`src/rtl/spi_slave.sv`:
```
// ---------------------------------------------------------------------------
// spi_slave
//   SPI mode-0 target (CPOL=0, CPHA=0), MSB first. Acts as the responder for
//   the SD/SPI master in the autotest path and as an on-chip SD-card stand-in.
//   sclk, mosi and ss are oversampled in the clk domain through a
//   synchronizer chain followed by one edge-detect register.
//
// Ports
//   clk       in   1      system clock, sole clock of the block
//   rst_n     in   1      asynchronous, active-low reset
//   sclk      in   1      SPI clock from the master (asynchronous to clk)
//   mosi      in   1      SPI data from the master
//   ss        in   1      SPI select, active low
//   miso      out  1      SPI data to the master, 1 while deselected
//   tx_data   in   WIDTH  next byte to return to the master
//   tx_valid  in   1      tx_data valid
//   tx_ready  out  1      holding register empty (load on tx_valid&&tx_ready)
//   rx_data   out  WIDTH  last complete received byte
//   rx_valid  out  1      rx_data unread, held until rx_ack
//   rx_ack    in   1      consumer has taken rx_data
//   overrun   out  1      sticky: byte completed while rx_valid=1 and no ack
//   busy      out  1      synchronized select active (transfer in progress)
//   debug     out  32     {shift_out, shift_in, rx_data, 3'b0, state, bit_cnt}
// ---------------------------------------------------------------------------
module spi_slave #(
    parameter int               WIDTH       = 8,
    parameter int               SYNC_STAGES = 2,
    parameter logic [WIDTH-1:0] IDLE_BYTE   = 8'hFF
) (
    input  logic             clk,
    input  logic             rst_n,
    input  logic             sclk,
    input  logic             mosi,
    input  logic             ss,
    output logic             miso,
    input  logic [WIDTH-1:0] tx_data,
    input  logic             tx_valid,
    output logic             tx_ready,
    output logic [WIDTH-1:0] rx_data,
    output logic             rx_valid,
    input  logic             rx_ack,
    output logic             overrun,
    output logic             busy,
    output logic [31:0]      debug
);

    localparam int CNT_W = (WIDTH > 2) ? $clog2(WIDTH) : 1;
    localparam logic [CNT_W-1:0] LAST_BIT = CNT_W'(WIDTH - 1);

    typedef enum logic [1:0] {
        ST_IDLE  = 2'd0,
        ST_LOAD  = 2'd1,
        ST_SHIFT = 2'd2
    } state_t;

    // -----------------------------------------------------------------------
    // Input synchronizers: stage 0 samples the pin, later stages are built
    // by the generate loop. ss resets to the deselected level.
    // -----------------------------------------------------------------------
    logic [SYNC_STAGES-1:0] sclk_sync_reg;
    logic [SYNC_STAGES-1:0] mosi_sync_reg;
    logic [SYNC_STAGES-1:0] ss_sync_reg;

    always_ff @(posedge clk or negedge rst_n) begin
        if (!rst_n) begin
            sclk_sync_reg[0] <= 1'b0;
            mosi_sync_reg[0] <= 1'b0;
            ss_sync_reg[0]   <= 1'b1;
        end else begin
            sclk_sync_reg[0] <= sclk;
            mosi_sync_reg[0] <= mosi;
            ss_sync_reg[0]   <= ss;
        end
    end

    generate
        for (genvar gi = 1; gi < SYNC_STAGES; gi++) begin : g_sync
            always_ff @(posedge clk or negedge rst_n) begin
                if (!rst_n) begin
                    sclk_sync_reg[gi] <= 1'b0;
                    mosi_sync_reg[gi] <= 1'b0;
                    ss_sync_reg[gi]   <= 1'b1;
                end else begin
                    sclk_sync_reg[gi] <= sclk_sync_reg[gi-1];
                    mosi_sync_reg[gi] <= mosi_sync_reg[gi-1];
                    ss_sync_reg[gi]   <= ss_sync_reg[gi-1];
                end
            end
        end
    endgenerate

    logic sclk_s, mosi_s, ss_s;
    logic sclk_d_reg, ss_d_reg;
    logic sclk_rise, sclk_fall, ss_fall;

    assign sclk_s = sclk_sync_reg[SYNC_STAGES-1];
    assign mosi_s = mosi_sync_reg[SYNC_STAGES-1];
    assign ss_s   = ss_sync_reg[SYNC_STAGES-1];

    // Edge register; mosi_s stays aligned with sclk_s because both chains
    // have the same depth.
    always_ff @(posedge clk or negedge rst_n) begin
        if (!rst_n) begin
            sclk_d_reg <= 1'b0;
            ss_d_reg   <= 1'b1;
        end else begin
            sclk_d_reg <= sclk_s;
            ss_d_reg   <= ss_s;
        end
    end

    assign sclk_rise = sclk_s & ~sclk_d_reg;
    assign sclk_fall = ~sclk_s & sclk_d_reg;
    assign ss_fall   = ~ss_s & ss_d_reg;

    // -----------------------------------------------------------------------
    // FSM: state register / next state / control strobes
    // -----------------------------------------------------------------------
    state_t state_reg, state_next;

    always_ff @(posedge clk or negedge rst_n) begin
        if (!rst_n) begin
            state_reg <= ST_IDLE;
        end else begin
            state_reg <= state_next;
        end
    end

    always_comb begin
        state_next = state_reg;
        case (state_reg)
            ST_IDLE:  if (ss_fall) state_next = ST_LOAD;
            ST_LOAD:  state_next = ST_SHIFT;
            ST_SHIFT: state_next = ST_SHIFT;
            default:  state_next = ST_IDLE;
        endcase
        // Deselect wins from any state.
        if (ss_s) begin
            state_next = ST_IDLE;
        end
    end

    logic [CNT_W-1:0] bit_cnt_reg;
    logic idle_en, load_en, shift_en, sample_en;

    // A deselect seen during LOAD/SHIFT suppresses all datapath action, so a
    // queued tx byte is never consumed by a transfer that is being aborted.
    always_comb begin
        idle_en   = 1'b0;
        load_en   = 1'b0;
        shift_en  = 1'b0;
        sample_en = 1'b0;
        case (state_reg)
            ST_IDLE: idle_en = 1'b1;
            ST_LOAD: load_en = ~ss_s;
            ST_SHIFT: begin
                if (!ss_s) begin
                    if (sclk_rise) begin
                        sample_en = 1'b1;
                    end else if (sclk_fall) begin
                        // Byte boundary reloads instead of shifting, so
                        // consecutive bytes follow with no gap.
                        if (bit_cnt_reg == '0) begin
                            load_en = 1'b1;
                        end else begin
                            shift_en = 1'b1;
                        end
                    end
                end
            end
            default: idle_en = 1'b1;
        endcase
    end

    // -----------------------------------------------------------------------
    // tx holding register
    // -----------------------------------------------------------------------
    logic [WIDTH-1:0] hold_reg;
    logic             tx_full_reg;
    logic             tx_write;
    logic [WIDTH-1:0] load_byte;

    // Writes are only accepted while empty, so a write can never collide
    // with a consume of the same byte: a write in a load cycle lands in
    // hold for the following byte.
    assign tx_write  = tx_valid & ~tx_full_reg;
    assign tx_ready  = ~tx_full_reg;
    assign load_byte = tx_full_reg ? hold_reg : IDLE_BYTE;

    always_ff @(posedge clk or negedge rst_n) begin
        if (!rst_n) begin
            hold_reg    <= '0;
            tx_full_reg <= 1'b0;
        end else begin
            if (tx_write) begin
                hold_reg    <= tx_data;
                tx_full_reg <= 1'b1;
            end else if (load_en) begin
                tx_full_reg <= 1'b0;
            end
        end
    end

    // -----------------------------------------------------------------------
    // Shift datapath
    // -----------------------------------------------------------------------
    logic [WIDTH-1:0] shift_out_reg;
    logic [WIDTH-1:0] shift_in_reg;
    logic             miso_reg;
    logic             byte_done;

    assign byte_done = sample_en && (bit_cnt_reg == LAST_BIT);

    always_ff @(posedge clk or negedge rst_n) begin
        if (!rst_n) begin
            shift_out_reg <= '0;
            shift_in_reg  <= '0;
            bit_cnt_reg   <= '0;
            miso_reg      <= 1'b1;
        end else begin
            if (idle_en) begin
                miso_reg     <= 1'b1;
                bit_cnt_reg  <= '0;
                shift_in_reg <= '0;
            end
            if (load_en) begin
                shift_out_reg <= load_byte;
                miso_reg      <= load_byte[WIDTH-1];
            end
            if (shift_en) begin
                shift_out_reg <= {shift_out_reg[WIDTH-2:0], 1'b0};
                miso_reg      <= shift_out_reg[WIDTH-2];
            end
            if (sample_en) begin
                shift_in_reg <= {shift_in_reg[WIDTH-2:0], mosi_s};
                bit_cnt_reg  <= (bit_cnt_reg == LAST_BIT) ? '0 : bit_cnt_reg + 1'b1;
            end
        end
    end

    assign miso = miso_reg;

    // -----------------------------------------------------------------------
    // rx port
    // -----------------------------------------------------------------------
    logic [WIDTH-1:0] rx_data_reg;
    logic             rx_valid_reg;
    logic             overrun_reg;

    always_ff @(posedge clk or negedge rst_n) begin
        if (!rst_n) begin
            rx_data_reg  <= '0;
            rx_valid_reg <= 1'b0;
            overrun_reg  <= 1'b0;
        end else begin
            if (byte_done) begin
                // Newest byte always wins; an ack in the same cycle counts
                // as having read the previous one.
                rx_data_reg  <= {shift_in_reg[WIDTH-2:0], mosi_s};
                rx_valid_reg <= 1'b1;
                if (rx_valid_reg && !rx_ack) begin
                    overrun_reg <= 1'b1;
                end else if (rx_ack) begin
                    overrun_reg <= 1'b0;
                end
            end else if (rx_ack) begin
                rx_valid_reg <= 1'b0;
                overrun_reg  <= 1'b0;
            end
        end
    end

    assign rx_data  = rx_data_reg;
    assign rx_valid = rx_valid_reg;
    assign overrun  = overrun_reg;

    // -----------------------------------------------------------------------
    // busy / debug
    // -----------------------------------------------------------------------
    logic busy_reg;

    always_ff @(posedge clk or negedge rst_n) begin
        if (!rst_n) begin
            busy_reg <= 1'b0;
        end else begin
            busy_reg <= ~ss_s;
        end
    end

    assign busy  = busy_reg;
    assign debug = {8'(shift_out_reg), 8'(shift_in_reg), 8'(rx_data_reg),
                    3'b000, state_reg, 3'(bit_cnt_reg)};

endmodule

```
`config.mk`:
```
export PLATFORM = sky130hd
export DESIGN_NAME = spi_slave
export DESIGN_NICKNAME = d
export VERILOG_FILES = /design/src/rtl/spi_slave.sv
export SDC_FILE = /design/constraint.sdc
export NUM_CORES = 1
export LEC_CHECK = 0
export CAP_MARGIN = 30
export CORE_ASPECT_RATIO = 1.2
export CORE_UTILIZATION = 40
export DETAILED_ROUTE_END_ITERATION = 12
export PLACE_DENSITY = 0.69
export SETUP_SLACK_MARGIN = 0.1
export SKIP_CTS_REPAIR_TIMING = 1
export SYNTH_ARGS = -nofsm -noshare
export SYNTH_HDL_FRONTEND = slang
export SYNTH_SLANG_ARGS = --single-unit
```
`constraint.sdc`:
```
create_clock -name clk -period 1.7 [get_ports clk]
set_input_delay 0.34 -clock clk [delete_from_list [all_inputs] [get_ports clk]]
set_output_delay 0.34 -clock clk [all_outputs]
set_load 0.03 [all_outputs]
```
==> results of run 1 <==
-- cells by family after synthesis --
family | Yosys count | synth area share, %
buf+inv | 26 | 6.71
simple gates | 33 | 7.78
other cells | 1 | 0.178
compound gates | 37 | 13.0
flops | 50 | 59.6
fa+ha+maj | 6 | 3.56
mux | 17 | 9.20
-- worst min path at each step --
stage	start	cells past startpoint	to
final	mosi_sync_reg[0]	0	mosi_s
after global routing	mosi_sync_reg[0]	0	mosi_s
after CTS	rst_n	1	rx_data[7]
after detailed placement	rst_n	1	rx_data[7]
after global placement	rst_n	1	rx_data[7]
after floorplan	rst_n	0	bit_cnt_reg[0]
-- cells in the final DEF (no fill, tap or decap), drive strengths merged, types with 4 or more instances in the layout --
cell type | synthesis | layout
buf | 12 | 8
clkbuf | 5 | 6
clkdlybuf4s50 | 0 | 13
dfrtp | 46 | 46
dfstp | 4 | 4
dlymetal6s2s | 0 | 42
ha | 6 | 6
inv | 9 | 9
mux2 | 16 | 16
nand2 | 22 | 23
nor2 | 4 | 4
o21a | 7 | 7
o21ai | 11 | 11
o32a | 7 | 7
-- layout make-up --
| class | count | share of cell area (%) |
|---|---|---|
| Clock buffer | 6 | 2.43 |
| Clock inverter | 2 | 0.335 |
| Inverter | 9 | 1.13 |
| Multi-Input combinational cell | 97 | 26.7 |
| Sequential cell | 50 | 42.3 |
| Tap cell | 60 | 2.52 |
| Timing Repair Buffer | 64 | 24.7 |
-- per-layer routing --
layer | GRT usage [%] | vias up
li1 | - | 690
met1 | 18.3 | 704
met2 | 26.1 | 48
met3 | 3.89 | 4
met4 | 5.00 | 0
met5 | 0 | -
-- per-stage QoR --
step                      worst slack [ps]  power [mW]  util [%]  std cells
after floorplan                       23.5        2.07         -        172
after global placement                61.1        2.45      54.2        276
after detailed placement              22.5        2.46      54.2        276
after CTS                             -170        3.12      55.9        284
after global routing                 -53.5        3.26      59.6        288
final                                 30.1        3.09      59.6        288
-- power by group through the flow --
stage / sequential (mW) / combinational [mW] / clock (mW)
floorplan: 1.76 / 0.312 / 0
global placement: 1.60 / 0.850 / 0
detailed placement: 1.60 / 0.865 / 0
CTS: 1.58 / 0.871 / 0.673
global route: 1.61 / 0.921 / 0.726
finish: 1.58 / 0.860 / 0.641
==> flow_summary.json, run 1 <==
{
  "p_int_mw": 2.10,
  "worstSetupPathDepth": 6,
  "ant_nets": 0,
  "rr_worst_depth": 6,
  "crit_fanout": 7,
  "worst-setup-path-type": "reg2reg",
  "r2r_start": "state_reg[0]",
  "reg2reg_to": "miso",
  "num_vias": 1446,
  "fmaxAchievable_mhz": 599,
  "antenna_found_initial": 0,
  "fin_setup_tns_ps": 0,
  "drc": 0,
  "drt_wl_total_mm": 3.98,
  "multi_input_area_um2": 796,
  "wl_per_cell_um": 13.8,
  "setup_viol": 0,
  "grt_max_degree": 34,
  "required_ps": 1950,
  "pwr-share-clk_pct": 20.8,
  "cp_num_buf_inv": 1,
  "status": "completed",
  "p_comb_share_pct": 27.9,
  "synth_area_leaders": "dfrtp_1, mux2_2, dfstp_2",
  "core-area_mm2": 0.00501,
  "clock-sinks": 50,
  "grt_usage_pct": 15.2,
  "ys_warn_count": 0,
  "slowest_stage": "dfrtp_2",
  "final_nets": 248,
  "post-route-period-util_pct": 98.2,
  "dr.pass1.iters": 4,
  "synth-seq-cells": 50,
  "maxCapViolations": 0,
  "clkTransAtPathRegs_ps": 90,
  "hold_viol_final": 0,
  "yosys.area.top_type": "dfrtp_1",
  "drive_gt1_share_pct": 25.4,
  "ff2ff_setup_slack_ps": 30,
  "synth_cell_types": 33,
  "synthCells": 170,
  "swShare_pct": 31.8,
  "gp_congestion": 0.766,
  "dp_hpwl_mm": 2.75,
  "clk_latency_ps": 300,
  "end_kind": "flop",
  "cts_tree": "yes",
  "endpoint": "miso",
  "seqPwrFrac_pct": 51.3,
  "skew_ps": 9.21,
  "dieArea_mm2": 0.00557,
  "ff_latch_area_mm2": 0.00126,
  "routed_via_density": 5.02,
  "initial_core_util_pct": 42.1,
  "port_buffers": 56,
  "root_buffer": "clkbuf_8",
  "n_antenna_cell": 0,
  "die_y_um": 81.5,
  "wl_met3_um": 215,
  "numCtsBuffers": 5,
  "rows": 28,
  "p_sw_mw": 0.981,
  "drt_iter0_drc": 54,
  "crit_family": "flip-flops",
  "synthTopCellsByCount": "dfrtp_1, nand2_1, mux2_2, buf_4, o21ai_0",
  "fin_hold_ws_ps": 342,
  "synth_most_common_cell": "dfrtp_1",
  "syn-cell-area_mm2": 0.00211,
  "power.leakage_nw": 1.90,
  "synthToLayoutAreaGrowth_pct": 41.5,
  "ys_async_sr_fraction_pct": 100,
  "powerDensity_mw_per_mm2": 1030,
  "startpoint": "state_reg[0]",
  "pin_count": 60,
  "yosysSeqAreaShare_pct": 59.6,
  "synth_ff_type": "dfrtp_1",
  "final_area_mm2": 0.00298,
  "critPathLaunchType": "flop",
  "synth_top_area_share_pct": 54.6,
  "grt_pass1_vias": 1403,
  "die_w_um": 68.3,
  "max_stage_delay_ps": 430,
  "grt_pass1_wl_mm": 6.29,
  "highest_layer": "met4",
  "avgSynthCellArea_um2": 12.4,
  "place_area_mm2": 0.00272,
  "gr-total-overflow": 0,
  "min_period_ps": 1670,
  "arrival_ps": 1920,
  "rsz0062_at_grt": "yes",
  "htreeDepth": 2,
  "wl_met2_mm": 2.00,
  "min_path_type": "reg2reg",
  "vdd_ir_drop_max_mv": 0.800,
  "crit_chain": "inv_2, ha_4, and4bb_4, mux2i_4, o32a_1, o31a_1",
  "cts_buffer_depth": 2,
  "wl_met1_mm": 1.72,
  "nFillCells": 416,
  "synth_edf_count": 0,
  "drv_slew": 0
}
No activity file was read; power rests on OpenSTA's default activity.
==> run 2: changes to the inputs <==
--- a/config.mk
+++ b/config.mk
@@ -8,6 +8,7 @@
 export CAP_MARGIN = 30
 export CORE_ASPECT_RATIO = 1.2
 export CORE_UTILIZATION = 40
+export CTS_CLUSTER_SIZE = 16
 export DETAILED_ROUTE_END_ITERATION = 12
 export PLACE_DENSITY = 0.69
 export SETUP_SLACK_MARGIN = 0.1
==> results of run 2 <==
No change in the layout: final DEF, timing and power equal those of run 1.
